$ cat src/rtl/eager_fork_if.sv
// Handshake bundle between an upstream producer and the fork branches.
// The fork controller takes the slave view; the driving environment takes the master view.
interface eager_fork_if #(
    parameter int NUM_OUTPUTS = 2
);
    logic                   valid_in_i;
    logic                   ready_in_o;
    logic [NUM_OUTPUTS-1:0] valids_out_o;
    logic [NUM_OUTPUTS-1:0] readys_out_i;

    modport slave (
        input  valid_in_i,
        input  readys_out_i,
        output ready_in_o,
        output valids_out_o
    );

    modport master (
        output valid_in_i,
        output readys_out_i,
        input  ready_in_o,
        input  valids_out_o
    );
endinterface

$ cat src/rtl/eager_fork_ctrl.sv
// Eager fork: offers each upstream token to every enabled branch at once, remembers which
// branches have taken it, and retires the token when the last enabled branch accepts.
module eager_fork_ctrl #(
    parameter int NUM_OUTPUTS = 2,
    parameter int CNT_W       = 16
) (
    input  logic                   clk_i,
    input  logic                   rst_i,
    input  logic                   clr_i,
    input  logic                   cfg_en_i,
    input  logic [NUM_OUTPUTS-1:0] fork_mask_i,
    eager_fork_if.slave            bus,
    output logic [NUM_OUTPUTS-1:0] pending_o,
    output logic [CNT_W-1:0]       token_cnt_o
);

    logic [NUM_OUTPUTS-1:0] mask_q,   mask_d;
    logic [NUM_OUTPUTS-1:0] served_q, served_d;
    logic [CNT_W-1:0]       cnt_q,    cnt_d;

    logic [NUM_OUTPUTS-1:0] done;
    logic [NUM_OUTPUTS-1:0] valids_out;
    logic                   ready_in;
    logic                   transfer;

    // A branch no longer blocks retirement once it is disabled, already served, or ready now.
    assign done       = ~mask_q | served_q | bus.readys_out_i;
    assign ready_in   = &done;
    assign valids_out = {NUM_OUTPUTS{bus.valid_in_i}} & mask_q & ~served_q;
    assign transfer   = bus.valid_in_i & ready_in;

    assign bus.ready_in_o   = ready_in;
    assign bus.valids_out_o = valids_out;
    assign pending_o        = served_q;
    assign token_cnt_o      = cnt_q;

    always_comb begin
        // NOTE: every always_comb target gets a default first, so no path can infer a latch.
        mask_d   = mask_q;
        served_d = served_q;
        cnt_d    = cnt_q;

        if (transfer) begin
            served_d = '0;
            if (|mask_q) begin
                cnt_d = cnt_q + CNT_W'(1);
            end
        end else if (bus.valid_in_i) begin
            served_d = served_q | (valids_out & bus.readys_out_i);
        end

        // The handshake above used the old mask; a new mask starts a fresh token.
        if (cfg_en_i) begin
            mask_d   = fork_mask_i;
            served_d = '0;
        end

        if (clr_i) begin
            served_d = '0;
            cnt_d    = '0;
        end
    end

    // NOTE: state registers use non-blocking assignments so every flop samples pre-edge values.
    always_ff @(posedge clk_i or posedge rst_i) begin
        if (rst_i) begin
            mask_q   <= '0;
            served_q <= '0;
            cnt_q    <= '0;
        end else begin
            mask_q   <= mask_d;
            served_q <= served_d;
            cnt_q    <= cnt_d;
        end
    end

    a_no_double_offer: assert property (@(posedge clk_i) disable iff (rst_i)
        (valids_out & served_q) == '0);

endmodule

$ cat src/flat_wrapper.sv
// flat-port wrapper written by rule: the top's interface ports become plain ports
module eager_fork_ctrl_flat 
#(
    parameter int NUM_OUTPUTS = 2,
    parameter int CNT_W       = 16
)
  (clk_i, rst_i, clr_i, cfg_en_i, fork_mask_i, pending_o, token_cnt_o, bus_valid_in_i, bus_readys_out_i, bus_ready_in_o, bus_valids_out_o);
  eager_fork_if #(.NUM_OUTPUTS(NUM_OUTPUTS)) bus_i ();
  input  logic clk_i;
  input  logic rst_i;
  input  logic clr_i;
  input  logic cfg_en_i;
  input  logic [NUM_OUTPUTS-1:0] fork_mask_i;
  output logic [NUM_OUTPUTS-1:0] pending_o;
  output logic [CNT_W-1:0] token_cnt_o;
  input wire logic [$bits(bus_i.valid_in_i)-1:0] bus_valid_in_i;
  input wire logic [$bits(bus_i.readys_out_i)-1:0] bus_readys_out_i;
  output wire logic [$bits(bus_i.ready_in_o)-1:0] bus_ready_in_o;
  output wire logic [$bits(bus_i.valids_out_o)-1:0] bus_valids_out_o;
  assign bus_i.valid_in_i = bus_valid_in_i;
  assign bus_i.readys_out_i = bus_readys_out_i;
  assign bus_ready_in_o = bus_i.ready_in_o;
  assign bus_valids_out_o = bus_i.valids_out_o;
  eager_fork_ctrl #(.NUM_OUTPUTS(NUM_OUTPUTS), .CNT_W(CNT_W)) u_core (.clk_i(clk_i), .rst_i(rst_i), .clr_i(clr_i), .cfg_en_i(cfg_en_i), .fork_mask_i(fork_mask_i), .bus(bus_i), .pending_o(pending_o), .token_cnt_o(token_cnt_o));
endmodule
$ cat config.mk
export PLATFORM = sky130hd
export DESIGN_NAME = eager_fork_ctrl_flat
export DESIGN_NICKNAME = d
export VERILOG_FILES = /design/src/rtl/eager_fork_if.sv /design/src/rtl/eager_fork_ctrl.sv /design/src/flat_wrapper.sv
export SDC_FILE = /design/constraint.sdc
export NUM_CORES = 1
export LEC_CHECK = 0
export ABC_AREA = 0
export CORE_MARGIN = 2
export CORE_UTILIZATION = 50
export DETAILED_ROUTE_END_ITERATION = 8
export HOLD_SLACK_MARGIN = 0.06
export PLACE_DENSITY = 0.91
export SYNTH_ARGS = -nofsm -noshare
export SYNTH_HDL_FRONTEND = slang
export SYNTH_SLANG_ARGS = --single-unit
$ cat constraint.sdc
create_clock -name clk_i -period 3.2 [get_ports clk_i]
set_input_delay 0.64 -clock clk_i [delete_from_list [all_inputs] [get_ports clk_i]]
set_output_delay 0.64 -clock clk_i [all_outputs]
set_load 0.05 [all_outputs]
* Word level (Yosys, flattened, before mapping) *
Index checks and enable logic that the tools add are counted.

word-level totals
  bits in registers = 20
  latch bits = 0
  RAM bits = 0
  ROM bits = 0
  input bits = 9
  word-level logic and storage cells = 26
  memories kept = 0

operators by class
  add/sub/neg operators = 1
  multipliers = 0
  divide/modulo/power cells = 0
  $lt $le $gt $ge = 0
  eq/ne operators = 0
  shifts and indexed selects = 0
  mux-type cells = 7
  bitwise gates (word level) = 9
  reduce and logical (&&, ||, !) cells = 6

operator list
  operator               number
  $mux 16                3
  $add 16x1->16 const B  1
  $mux 2                 4
  $and 2x2->2            3
  $or 2x2->2             3
  $not 2->2              2
  $reduce_and 2->1       2
  $reduce_bool 2->1      2
  $reduce_bool 4->1      1
  $reduce_or 2->1        1
  $and 1x1->1            1

* Logic depth before layout (Yosys ltp) *
Gate-level depths: netlist of run 1.

  depth after elaboration = 8
  mapped depth = 6
  gate-level depth less buffers = 4

* Worst setup path before layout of run 1 *
OpenSTA, ideal clock, no wires.

  path type = reg-to-reg
  start point = register u_core.cnt_q[4], in the netlist u_core.token_cnt_o[4]
  end point = register u_core.cnt_q[14], in the netlist u_core.token_cnt_o[14]
  library setup time = 0.125 ns
  arrival = 2.035 ns
  required time = 3.075 ns
  path slack = 1.040 ns
  cell stages (with the launch flop) = 5
  period minus slack after synthesis = 2.160 ns
  cells stage by stage = dfrtp_1 > nand4_4 > or4_4 > nor4_1 > mux2_2

on the way
  cells in the longest elaborated chain, start to end = 4

RTL lines
  what                    RTL line               text
  start, declared         eager_fork_ctrl.sv:19  logic [CNT_W-1:0] cnt_q, cnt_d;
  start signal, assigned  eager_fork_ctrl.sv:73  cnt_q <= cnt_d;
  $add 16x1->16           eager_fork_ctrl.sv:46  cnt_d = cnt_q + CNT_W'(1);
  $mux 16                 eager_fork_ctrl.sv:45  if (|mask_q) begin
  $mux 16                 eager_fork_ctrl.sv:43  if (transfer) begin
  $mux 16                 eager_fork_ctrl.sv:58  if (clr_i) begin

No other way between the ends. The select of a mux whose other input is x is not followed.
A chain may end at the register's enable or synchronous reset.

* Worst setup path after layout of run 1 *
  start point = input port bus_readys_out_i[1]
  end point = output port bus_ready_in_o

on the way
  cells in the longest elaborated chain, start to end = 2

RTL lines
  what              RTL line               text
  start, declared   flat_wrapper.sv:17     input wire logic [$bits(bus_i.readys_out_i)-1:0] bus_readys_out_i;
  $or 2x2->2        eager_fork_ctrl.sv:27  assign done = ~mask_q | served_q | bus.readys_out_i;
  $reduce_and 2->1  eager_fork_ctrl.sv:28  assign ready_in = &done;
  end, declared     flat_wrapper.sv:18     output wire logic [$bits(bus_i.ready_in_o)-1:0] bus_ready_in_o;

No other way between the ends.

==> results of run 1 <==
==> layout make-up <==
type | count | area, µm²
well taps | 27 | 33.78
clock buffers | 3 | 22.52
repair buffers | 30 | 297.8
flip-flops and latches | 20 | 500.5
multi-input cells | 80 | 541.8
fillers | 168 | 583.1
inverters | 6 | 22.52
==> sequential cells by signal, indices dropped and copies added, names as in the netlist <==
register,flops
u_core.mask_q,2
u_core.token_cnt_o,16
u_core.pending_o,2
==> per-stage QoR <==
| step | utilization [%] | cells | setup slack, ns | area (µm²) |
|---|---|---|---|---|
| floorplan | - | 111 | 1.040 | 1086 |
| finish | 70.88 | 166 | 0.3723 | 1419 |
| detailed placement | 69.75 | 163 | 0.3624 | 1396 |
| global route | 70.88 | 166 | 0.3201 | 1419 |
| global placement | 69.75 | 163 | 0.4105 | 1396 |
| CTS | 70.88 | 166 | 0.3548 | 1419 |
==> worst min path at each step <==
stage | from | to | slack, ns | depth (start not counted)
after floorplan | u_core.mask_q[1] | u_core.mask_q[1] | 0.50 | 1
after global placement | u_core.token_cnt_o[15] | u_core.token_cnt_o[15] | 0.53 | 2
after detailed placement | u_core.mask_q[0] | u_core.mask_q[0] | 0.54 | 1
after CTS | u_core.mask_q[0] | u_core.mask_q[0] | 0.57 | 1
after global routing | u_core.token_cnt_o[15] | u_core.token_cnt_o[15] | 0.58 | 2
final | u_core.mask_q[0] | u_core.mask_q[0] | 0.56 | 1
==> logic make-up (layout without fill, tap and decap cells) <==
group	Yosys count	after routing	synth area share, %
simple gates	48	48	27.53
compound gates	22	22	12.44
flops	20	20	46.08
buf+inv	11	39	4.032
mux	7	7	7.142
xor+xnor	2	2	1.613
fa+ha+maj	1	1	1.152
==> placed cells by master, fill, tap and decap left out, types with 4 or more instances in the layout <==
master / n
sky130_fd_sc_hd__inv_1: 6
sky130_fd_sc_hd__nand2_1: 6
sky130_fd_sc_hd__nor2_1: 11
sky130_fd_sc_hd__dfrtp_1: 20
sky130_fd_sc_hd__nor4_1: 4
sky130_fd_sc_hd__a21oi_1: 11
sky130_fd_sc_hd__mux2_2: 6
sky130_fd_sc_hd__or4_1: 8
sky130_fd_sc_hd__o31ai_1: 7
sky130_fd_sc_hd__clkdlybuf4s50_1: 29
==> worst reg2reg max path, stage by stage (launching register included) <==
cell                      delay, ns
sky130_fd_sc_hd__dfrtp_1       0.41
sky130_fd_sc_hd__nor3b_1       0.16
sky130_fd_sc_hd__or3_1         0.53
sky130_fd_sc_hd__buf_4         0.25
sky130_fd_sc_hd__or4_1         0.50
sky130_fd_sc_hd__a21oi_1       0.17
==> per-layer routing <==
layer	GRT usage [%]	vias up	wire length (µm)
met5	0	-	0
met4	5.405	0	13
met3	4.167	2	133
met2	35.75	36	1203
met1	24.62	465	963
li1	-	469	-
==> power breakdown <==
group	internal, µW	switching, µW
logic	31.1	52.2
registers	258	5.46
clock network	43.8	72.3
==> Implementation_results.wiki, run 1 <==
{| class="wikitable"
! Metric !! Value
|-
| Cell mode on critical path || sky130_fd_sc_hd__clkdlybuf4s50_1
|-
| Worst reg2reg setup slack || 1.09 ns
|-
| Number of ports placed on the die boundary || 30
|-
| Synthesized area divided by synthesized cell count || 9.784 µm²
|-
| Vias in the first global route || 874
|-
| Area added between synthesis and finish || 30.65%
|-
| Wire length of the first global-routing pass || 3884 µm
|-
| Ratio of cells with drive above 1 in the final layout || 10.07%
|-
| Post-CTS setup buffer count || 0
|-
| Cts repair resizes || 0
|-
| Worst-path cell with the longest stage delay || sky130_fd_sc_hd__clkdlybuf4s50_1
|-
| # Max-Cap Violations || 0
|-
| Cell Rows || 16
|-
| Initial cell density of the core || 54.25%
|-
| Total chip power || 462.7 µW
|-
| Maximum fanout count along the critical path || 3
|-
| Total global routing track utilization || 20.11%
|-
| Final cycle utilization of the critical path || 88.37%
|-
| Critical path's top delay family || buffers and inverters
|-
| Type of origin of the critical path || input port
|-
| Routability Congestion || 0.7886
|-
| Outcome || finished clean
|-
| Peak supply drop || 0.0002288 V
|-
| Maximum clock path buffer count || 2
|-
| Power per unit of standard cell area || 326.1 nW/µm²
|-
| Ranking of synthesized cells by instance count || 20 x sky130_fd_sc_hd__dfrtp_1, 11 x sky130_fd_sc_hd__a21oi_1, 11 x sky130_fd_sc_hd__nor2_1
|-
| 1st-iter DRT viols || 25
|-
| Leading cell types by total area after synthesis || sky130_fd_sc_hd__dfrtp_1 46%, sky130_fd_sc_hd__mux2_2 6.2%, sky130_fd_sc_hd__or4_1 5.5%
|-
| #FFs+latches synth || 20
|-
| Clock tree root buffer cell || sky130_fd_sc_hd__clkbuf_4
|-
| DIE HEIGHT || 50.61 µm
|-
| YS warnings || 0
|-
| Hold Crit Class || reg2reg
|-
| Count of flip-flops with a built-in enable after synthesis || 0
|-
| Fraction of registers with async set or reset after synthesis || 100.0%
|-
| Ant diodes || 0
|-
| Hold violation count in the final report || 0
|-
| Number of nets with antenna violations after detailed routing || 0
|-
| Classification of the worst setup path || in2out
|-
| Cell type with the highest aggregate area in the netlist || sky130_fd_sc_hd__dfrtp_1
|-
| Cell depth of the worst flop-to-flop path || 5
|-
| Post-detail-place hpwl || 1656 µm
|-
| Clock period minus final worst setup slack || 2.828 ns
|-
| Hold_ws || 0.5600 ns
|-
| Number of remaining DRC errors || 0
|-
| Setup repair after global routing missed its margin || no
|-
| Slew at the pin with the worst max-slew slack || 0.7828 ns
|-
| Detail-routed via count per cell || 5.855
|-
| Later-pin clock latency in the skew report || 0.29 ns
|-
| Hold_buf cts || 0
|-
| Count of input and output buffers || 29
|-
| Mapped Cells || 111
|-
| Number of distinct library cells after synthesis || 30
|-
| Total number of vias || 972
|-
| Max Clk Rate || 353.6 MHz
|-
| Data required time at the worst endpoint || 2.56 ns
|-
| Nets || 151
|-
| Detailed Routing Iterations Pass 1 || 4
|-
| Die area || 2561 µm²
|-
| Top_reg_cell synth || sky130_fd_sc_hd__dfrtp_1
|-
| Leakage power of the design || 0.0005463 µW
|-
| Floorplan Core Area || 2002 µm²
|-
| RR Startpoint || u_core.mask_q[0]
|-
| Total Wirelength || 2314 µm
|-
| Average wire per standard cell || 13.94 µm
|-
| Worst path bufs/invs || 2
|-
| Clock skew || 0.002667 ns
|-
| Startpoint of the most critical setup path || bus_readys_out_i[1]
|-
| Logic depth of the worst path, buffers included || 4
|-
| Last element of the critical path || bus_ready_in_o
|-
| Share of the yosys chip area belonging to registers || 46.08%
|-
| Count of endpoints failing setup in the final report || 0
|-
| Pin count of the biggest net entering global routing || 22
|-
| Sort of element at the end of the critical path || output port
|-
| Critical-path cell list || clkdlybuf4s50_1 -> nor3b_1 -> nor2_1 -> clkdlybuf4s50_1
|-
| Most used standard cell by instance count after synthesis || sky130_fd_sc_hd__dfrtp_1
|-
| Clock slew at the register clock pins of the worst setup and hold paths || 0.11 ns
|-
| Max-slew headroom at the worst pin || 47.65%
|-
| Final setup TNS || 0 ns
|-
| H-tree Lvls || 1
|-
| Post-synth design cell area || 1086 µm²
|-
| Net count after synthesis || 121
|-
| Critical path's largest stage delay || 0.71 ns
|-
| TritonCTS clock tree || done
|-
| Sink count of the clock tree || 20
|-
| Horizontal die dimension || 50.61 µm
|-
| Number of antenna violations at the first check in global routing || 0
|-
| Area share of the largest cell type after synthesis || 46.08%
|-
| Overall overflow remaining after global route || 0
|-
| Number of pins with negative max-slew slack in the final report || 0
|-
| Reg-to-reg critical path endpoint || u_core.token_cnt_o[6]
|-
| Num CTS Buffers || 3
|-
| Arrival time worst endpoint || 2.19 ns
|}
No activity file was read; power rests on OpenSTA's default activity.
==> run 2: changes to the inputs <==
--- a/config.mk
+++ b/config.mk
@@ -6,6 +6,8 @@
 export NUM_CORES = 1
 export LEC_CHECK = 0
 export ABC_AREA = 0
+export ABC_CLOCK_PERIOD_IN_PS = 3200
+export CAP_MARGIN = 5
 export CORE_MARGIN = 2
 export CORE_UTILIZATION = 50
 export DETAILED_ROUTE_END_ITERATION = 8
@@ -14,3 +16,4 @@
 export SYNTH_ARGS = -nofsm -noshare
 export SYNTH_HDL_FRONTEND = slang
 export SYNTH_SLANG_ARGS = --single-unit
+export TNS_END_PERCENT = 1
==> results of run 2 <==
The final DEF is identical to that of run 1; final timing and power are the same.
